## src/rtl/string_tx_pkg.sv

```systemverilog
// Shared types and UART frame constants for the string transmitter.
// No logic here; imported by string_tx and uart_tx_core.
package string_tx_pkg;

    typedef enum logic [2:0] {
        IDLE,
        FETCH,
        CHECK,
        SEND,
        FINISH
    } state_t;

    localparam logic START_BIT  = 1'b0;
    localparam logic STOP_LEVEL = 1'b1;
    localparam int   DATA_BITS  = 8;

endpackage

```

## src/rtl/uart_tx_core.sv

```systemverilog
// UART frame serialiser: start bit, 8 data bits LSB first, STOP_BITS stop bits, BAUD_DIV clocks per bit.
// Frame starts on the clock after load_i; frame_done_o flags the final cycle; load_i is only legal when idle.
module uart_tx_core
    import string_tx_pkg::*;
#(
    parameter int BAUD_DIV  = 208,
    parameter int STOP_BITS = 1
) (
    input  logic                 clk_i,
    input  logic                 rst_i,
    input  logic                 load_i,
    input  logic [DATA_BITS-1:0] byte_i,
    output logic                 tx_o,
    output logic                 frame_done_o
);

    localparam int NBITS = 1 + DATA_BITS + STOP_BITS;
    localparam int CW    = (BAUD_DIV > 1) ? $clog2(BAUD_DIV) : 1;
    localparam int BW    = $clog2(NBITS);
    localparam int SW    = DATA_BITS + STOP_BITS;

    logic [CW-1:0] baud_q, baud_d;
    logic [BW-1:0] bit_q, bit_d;
    logic [SW-1:0] shreg_q, shreg_d;
    logic          tx_q, tx_d;
    logic          active_q, active_d;
    logic          baud_end, last_bit;

    assign baud_end     = (baud_q == CW'(BAUD_DIV - 1));
    assign last_bit     = (bit_q == BW'(NBITS - 1));
    assign frame_done_o = active_q & baud_end & last_bit;
    assign tx_o         = tx_q;

    // The start bit is driven straight from the load, so the shifter holds data and stop bits only.
    always_comb begin
        baud_d   = baud_q;
        bit_d    = bit_q;
        shreg_d  = shreg_q;
        tx_d     = tx_q;
        active_d = active_q;
        if (load_i) begin
            shreg_d  = {{STOP_BITS{STOP_LEVEL}}, byte_i};
            tx_d     = START_BIT;
            baud_d   = '0;
            bit_d    = '0;
            active_d = 1'b1;
        end else if (active_q) begin
            if (baud_end) begin
                baud_d = '0;
                if (last_bit) begin
                    active_d = 1'b0;
                    tx_d     = STOP_LEVEL;
                end else begin
                    tx_d    = shreg_q[0];
                    shreg_d = {STOP_LEVEL, shreg_q[SW-1:1]};
                    bit_d   = bit_q + 1'b1;
                end
            end else begin
                baud_d = baud_q + 1'b1;
            end
        end
    end

    always_ff @(posedge clk_i) begin
        if (rst_i) begin
            baud_q   <= '0;
            bit_q    <= '0;
            shreg_q  <= '0;
            tx_q     <= STOP_LEVEL;
            active_q <= 1'b0;
        end else begin
            baud_q   <= baud_d;
            bit_q    <= bit_d;
            shreg_q  <= shreg_d;
            tx_q     <= tx_d;
            active_q <= active_d;
        end
    end

endmodule

```

## src/rtl/string_tx.sv

```systemverilog
// Walks a byte memory from base_i and sends each byte as a UART frame until TERM, MAX_LEN or abort.
// First start bit 2 clocks after start_i; start_i ignored while busy_o; abort_i takes effect after the current frame.
module string_tx
    import string_tx_pkg::*;
#(
    parameter int         BAUD_DIV  = 208,
    parameter int         ADDR_W    = 8,
    parameter int         STOP_BITS = 1,
    parameter logic [7:0] TERM      = 8'h00,
    parameter int         MAX_LEN   = 2 ** ADDR_W
) (
    input  logic              clk_i,
    input  logic              rst_i,
    input  logic              start_i,
    input  logic [ADDR_W-1:0] base_i,
    input  logic              abort_i,
    output logic [ADDR_W-1:0] addr_o,
    input  logic [7:0]        data_i,
    output logic              tx_o,
    output logic              busy_o,
    output logic              done_o,
    output logic              aborted_o,
    output logic [ADDR_W:0]   count_o
);

    localparam logic [ADDR_W:0] MAX_CNT = (ADDR_W + 1)'(MAX_LEN);

    state_t            state_q, state_d;
    logic [ADDR_W-1:0] addr_q, addr_d;
    logic [ADDR_W:0]   count_q, count_d;
    logic              abort_q, abort_d;
    logic              aborted_q, aborted_d;
    logic              stop_msg, load, frame_done;

    assign stop_msg = (data_i == TERM) | (count_q == MAX_CNT) | abort_q;

    uart_tx_core #(
        .BAUD_DIV  (BAUD_DIV),
        .STOP_BITS (STOP_BITS)
    ) u_core (
        .clk_i        (clk_i),
        .rst_i        (rst_i),
        .load_i       (load),
        .byte_i       (data_i),
        .tx_o         (tx_o),
        .frame_done_o (frame_done)
    );

    always_ff @(posedge clk_i) begin
        if (rst_i) state_q <= IDLE;
        else       state_q <= state_d;
    end

    always_comb begin
        state_d = state_q;
        case (state_q)
            IDLE:    if (start_i) state_d = FETCH;
            FETCH:   state_d = CHECK;
            CHECK:   state_d = stop_msg ? FINISH : SEND;
            SEND:    if (frame_done) state_d = CHECK;
            FINISH:  state_d = IDLE;
            default: state_d = IDLE;
        endcase
    end

    always_comb begin
        busy_o = (state_q != IDLE);
        done_o = (state_q == FINISH);
        load   = (state_q == CHECK) && !stop_msg;
    end

    // Prefetch on load: the next byte is valid by the time the frame ends.
    always_comb begin
        addr_d    = addr_q;
        count_d   = count_q;
        abort_d   = abort_q;
        aborted_d = aborted_q;
        if (state_q == IDLE) begin
            if (start_i) begin
                addr_d    = base_i;
                count_d   = '0;
                abort_d   = 1'b0;
                aborted_d = 1'b0;
            end
        end else if (abort_i) begin
            abort_d = 1'b1;
        end
        if (load)
            addr_d = addr_q + 1'b1;
        if (frame_done)
            count_d = count_q + 1'b1;
        if ((state_q == CHECK) && stop_msg)
            aborted_d = abort_q;
    end

    always_ff @(posedge clk_i) begin
        if (rst_i) begin
            addr_q    <= '0;
            count_q   <= '0;
            abort_q   <= 1'b0;
            aborted_q <= 1'b0;
        end else begin
            addr_q    <= addr_d;
            count_q   <= count_d;
            abort_q   <= abort_d;
            aborted_q <= aborted_d;
        end
    end

    assign addr_o    = addr_q;
    assign count_o   = count_q;
    assign aborted_o = aborted_q;

endmodule
```

## config.mk

```make
export PLATFORM = sky130hd
export DESIGN_NAME = string_tx
export DESIGN_NICKNAME = d
export VERILOG_FILES = /design/src/rtl/string_tx_pkg.sv /design/src/rtl/uart_tx_core.sv /design/src/rtl/string_tx.sv
export SDC_FILE = /design/constraint.sdc
export NUM_CORES = 1
export LEC_CHECK = 0
export CAP_MARGIN = 5
export CELL_PAD_IN_SITES_DETAIL_PLACEMENT = 1
export CELL_PAD_IN_SITES_GLOBAL_PLACEMENT = 2
export CORE_ASPECT_RATIO = 0.7
export CORE_MARGIN = 8
export CORE_UTILIZATION = 34
export CTS_BUF_LIST = sky130_fd_sc_hd__clkbuf_16
export DETAILED_ROUTE_END_ITERATION = 16
export PLACE_DENSITY_LB_ADDON = 0.25
export SYNTH_ARGS = -nofsm -noshare
export SYNTH_HDL_FRONTEND = slang
export SYNTH_SLANG_ARGS = --single-unit
export TNS_END_PERCENT = 5
```

## constraint.sdc

```tcl
create_clock -name clk_i -period 5.8 [get_ports clk_i]
set_input_delay 0.87 -clock clk_i [delete_from_list [all_inputs] [get_ports clk_i]]
set_output_delay 0.87 -clock clk_i [all_outputs]
set_load 0.02 [all_outputs]
```

==> flow_metrics.tcl <==
set metrics [dict create \
    cts_tree "yes" \
    mostFrequentLayoutCell "dfxtp_1" \
    cts_max_path_buffers 2 \
    start_util_pct 34.8 \
    first_pass_iters 4 \
    p_sw_uw 198 \
    dieArea_mm2 0.00976 \
    clock_latency_ps 290 \
    drive_gt1_share_pct 4.67 \
    crit_chain "clkdlybuf4s50_1 -> nor4_1 -> a21o_1 -> nor2_1 -> o311ai_0" \
    post_drt_wl_per_cell_um 16.9 \
    skew_ps 5.70 \
    die-height_um 85.1 \
    required_ps 5980 \
    crit-reg2reg-launch "u_core.baud_q[0]" \
    gp_congestion 0.758 \
    synthDistinctLibCells 52 \
    r2r-end "u_core.bit_q[1]" \
    hold_depth 2 \
    r2r_setup_slack_ps 3290 \
    cp-start-kind "input port" \
    total_leakage_power_nw 1.02 \
    fin_setup_tns_ps 0 \
    portBuffers 40 \
    synth_edf_count 0 \
    fin_hold_ws_ps 463 \
    drt_iter0_markers 60 \
    ys_ff_latch 45 \
    final_nets 325 \
    cp_slowest_stage_delay_ps 710 \
    p_seq_share_pct 44.5 \
    status "finished, final reports clean" \
    p_int_uw 573 \
    n_fill_cell 778 \
    crit_path_top_delay_cell "nor4_1" \
    rr_worst_depth 4 \
    max_slew_margin_pct 25.4 \
    setup_violations 0 \
    dr_wl_met2_mm 2.82 \
    endpoint_kind "flip-flop" \
    multiInputGateArea_mm2 0.00131 \
    grt_usage_pct 14.3 \
    cp_max_fo 18 \
    num_vias 2162 \
    wl_met1_mm 3.49 \
    cts-root-buf "clkbuf_16" \
    synth_nets 292 \
    h-tree-depth 2 \
    finalMaxSlewViolations 0 \
    n_antenna_cell 0 \
    ant_nets 0 \
    final_cell_mix "dfxtp_1 (45), clkdlybuf4s50_1 (40), a21oi_1 (19)" \
    vias_per_cell 5.49 \
    hp-class "reg -> reg" \
    power_density_mw_per_mm2 262 \
    rows 25 \
    min_from "u_core.shreg_q[8]" \
    area_growth_pct 27.0 \
    clkSinkCount 45 \
    rsz0062_at_grt "false" \
    coreArea_mm2 0.00666 \
    irDropWorstVdd_v 0.000141 \
    synth_ff_type "dfxtp_1" \
    fin_util_pct 44.2 \
    path_clk_slew_ps 60 \
    die_width_um 115 \
    final_area_mm2 0.00295 \
    place_area_mm2 0.00278 \
    arrival_ps 3370 \
    dr_wl_met3_um 290 \
    cts_repair_resize_count 0 \
    fmax_mhz 313 \
    holdPathEnd "u_core.shreg_q[8]" \
    grt_max_degree 37 \
    overflow 0 \
    regArea_um2 901 \
    power_uw 771 \
    synthCells 266 \
    antenna_found_initial 0 \
    post-route-period-util_pct 55.1 \
    first_global_vias 2169 \
    drt-total-wl_mm 6.66 \
    postCtsSetupBuffers 0 \
    p_clk_share_pct 41.5 \
    syn_area_mm2 0.00232 \
    worst_slew_pin_slew_ps 1120 \
    syn_avg_cell_area_um2 8.72 \
    switching_share_pct 25.7 \
    topRoutingLayerUsed "met4" \
    yosysWarnings 0 \
    finalHoldViolCount 0 \
    hpwl_mm 4.82 \
    drcViolationCount 0 \
    grt_pass1_wl_mm 11.2 \
    postSynth.asyncResetShare_pct 0 \
    drv_cap 0 \
    ys_seq_area_share_pct 38.9 \
    cts_made_buffers 5 \
    path_class "in -> reg" \
    cts_hold_buf 0 \
    comb_power_share_pct 14.0 \
    io_pins 41 \
    finalCriticalPeriod_ps 3200 \
]
-- power by group through the flow --
stage	clock [mW]	combinational [mW]	sequential (mW)
floorplan	0	0.0599	0.350
global placement	0	0.108	0.349
detailed placement	0	0.109	0.349
CTS	0.329	0.109	0.342
global route	0.342	0.119	0.345
finish	0.320	0.108	0.343
-- worst max-delay path: cells and delay by family --
family | cells | cell delay, ps
AND/OR/NAND/NOR | 2 | 1080
buffers and inverters | 1 | 430
AO/OA/AOI/OAI | 2 | 1000
-- routing by layer --
| layer | vias to the layer above | GRT usage (%) |
|---|---|---|
| met5 | - | 0 |
| met4 | 0 | 3.92 |
| met3 | 8 | 4.04 |
| met2 | 31 | 20.6 |
| met1 | 1035 | 20.0 |
| li1 | 1088 | - |
-- cell usage after synthesis, drive strengths merged, types with 3 or more instances --
cell type	number	area, µm²
a21oi	19	95.1
a311oi	6	52.6
a31oi	7	43.8
and3	5	31.3
buf	8	45.0
clkbuf	8	30.0
dfxtp	45	901
ha	6	75.1
inv	10	37.5
mux2i	9	90.1
nand2	17	63.8
nand2b	5	31.3
nand3	17	85.1
nand4	9	56.3
nor2	6	22.5
nor3	8	40.0
nor4	7	43.8
nor4b	3	26.3
o211ai	4	30.0
o21ai	6	30.0
o31ai	11	82.6
or3	5	31.3
xor2	6	52.6
-- registers in the layout, indices dropped and copies added, names as in the netlist --
signal and count:
aborted_o 1, u_core.active_q 1, addr_o 8, abort_q 1, u_core.shreg_q 9, u_core.tx_o 1
u_core.bit_q 4, u_core.baud_q 8, count_o 9, state_q 3
-- through the flow --
step / instances / setup slack [ps]
6_report: 394 / 2600
5_1_grt: 394 / 2330
4_1_cts: 394 / 2600
3_5_place_dp: 386 / 2310
3_3_place_gp: 386 / 2450
2_1_floorplan: 266 / 3580
-- cells by family after synthesis --
kind of cell	Yosys count	share of synthesized area, %
simple gates	99	24.4
compound gates	74	22.1
flops	45	38.9
buf+inv	26	4.86
mux	9	3.89
xor+xnor	7	2.64
fa+ha+maj	6	3.24
-- area by class of cell --
cell class | count | area share, %
clock buffers | 5 | 4.25
clock inverters | 3 | 1.27
inverters | 10 | 1.27
multi-input cells | 195 | 44.5
flip-flops and latches | 45 | 30.6
well taps | 94 | 3.99
repair buffers | 42 | 14.1
-- how the worst max path moves through the flow --
stage / from / end / slack [ps] / depth (start not counted)
after floorplan: data_i[0] / u_core.baud_q[3] / 3580 / 6
after global placement: data_i[0] / addr_o[6] / 2450 / 5
after detailed placement: data_i[0] / addr_o[6] / 2310 / 5
after CTS: data_i[0] / addr_o[6] / 2600 / 5
after global routing: data_i[0] / addr_o[6] / 2330 / 5
final: data_i[1] / addr_o[6] / 2600 / 5
Note: power is estimated with default switching activity, not from simulation.
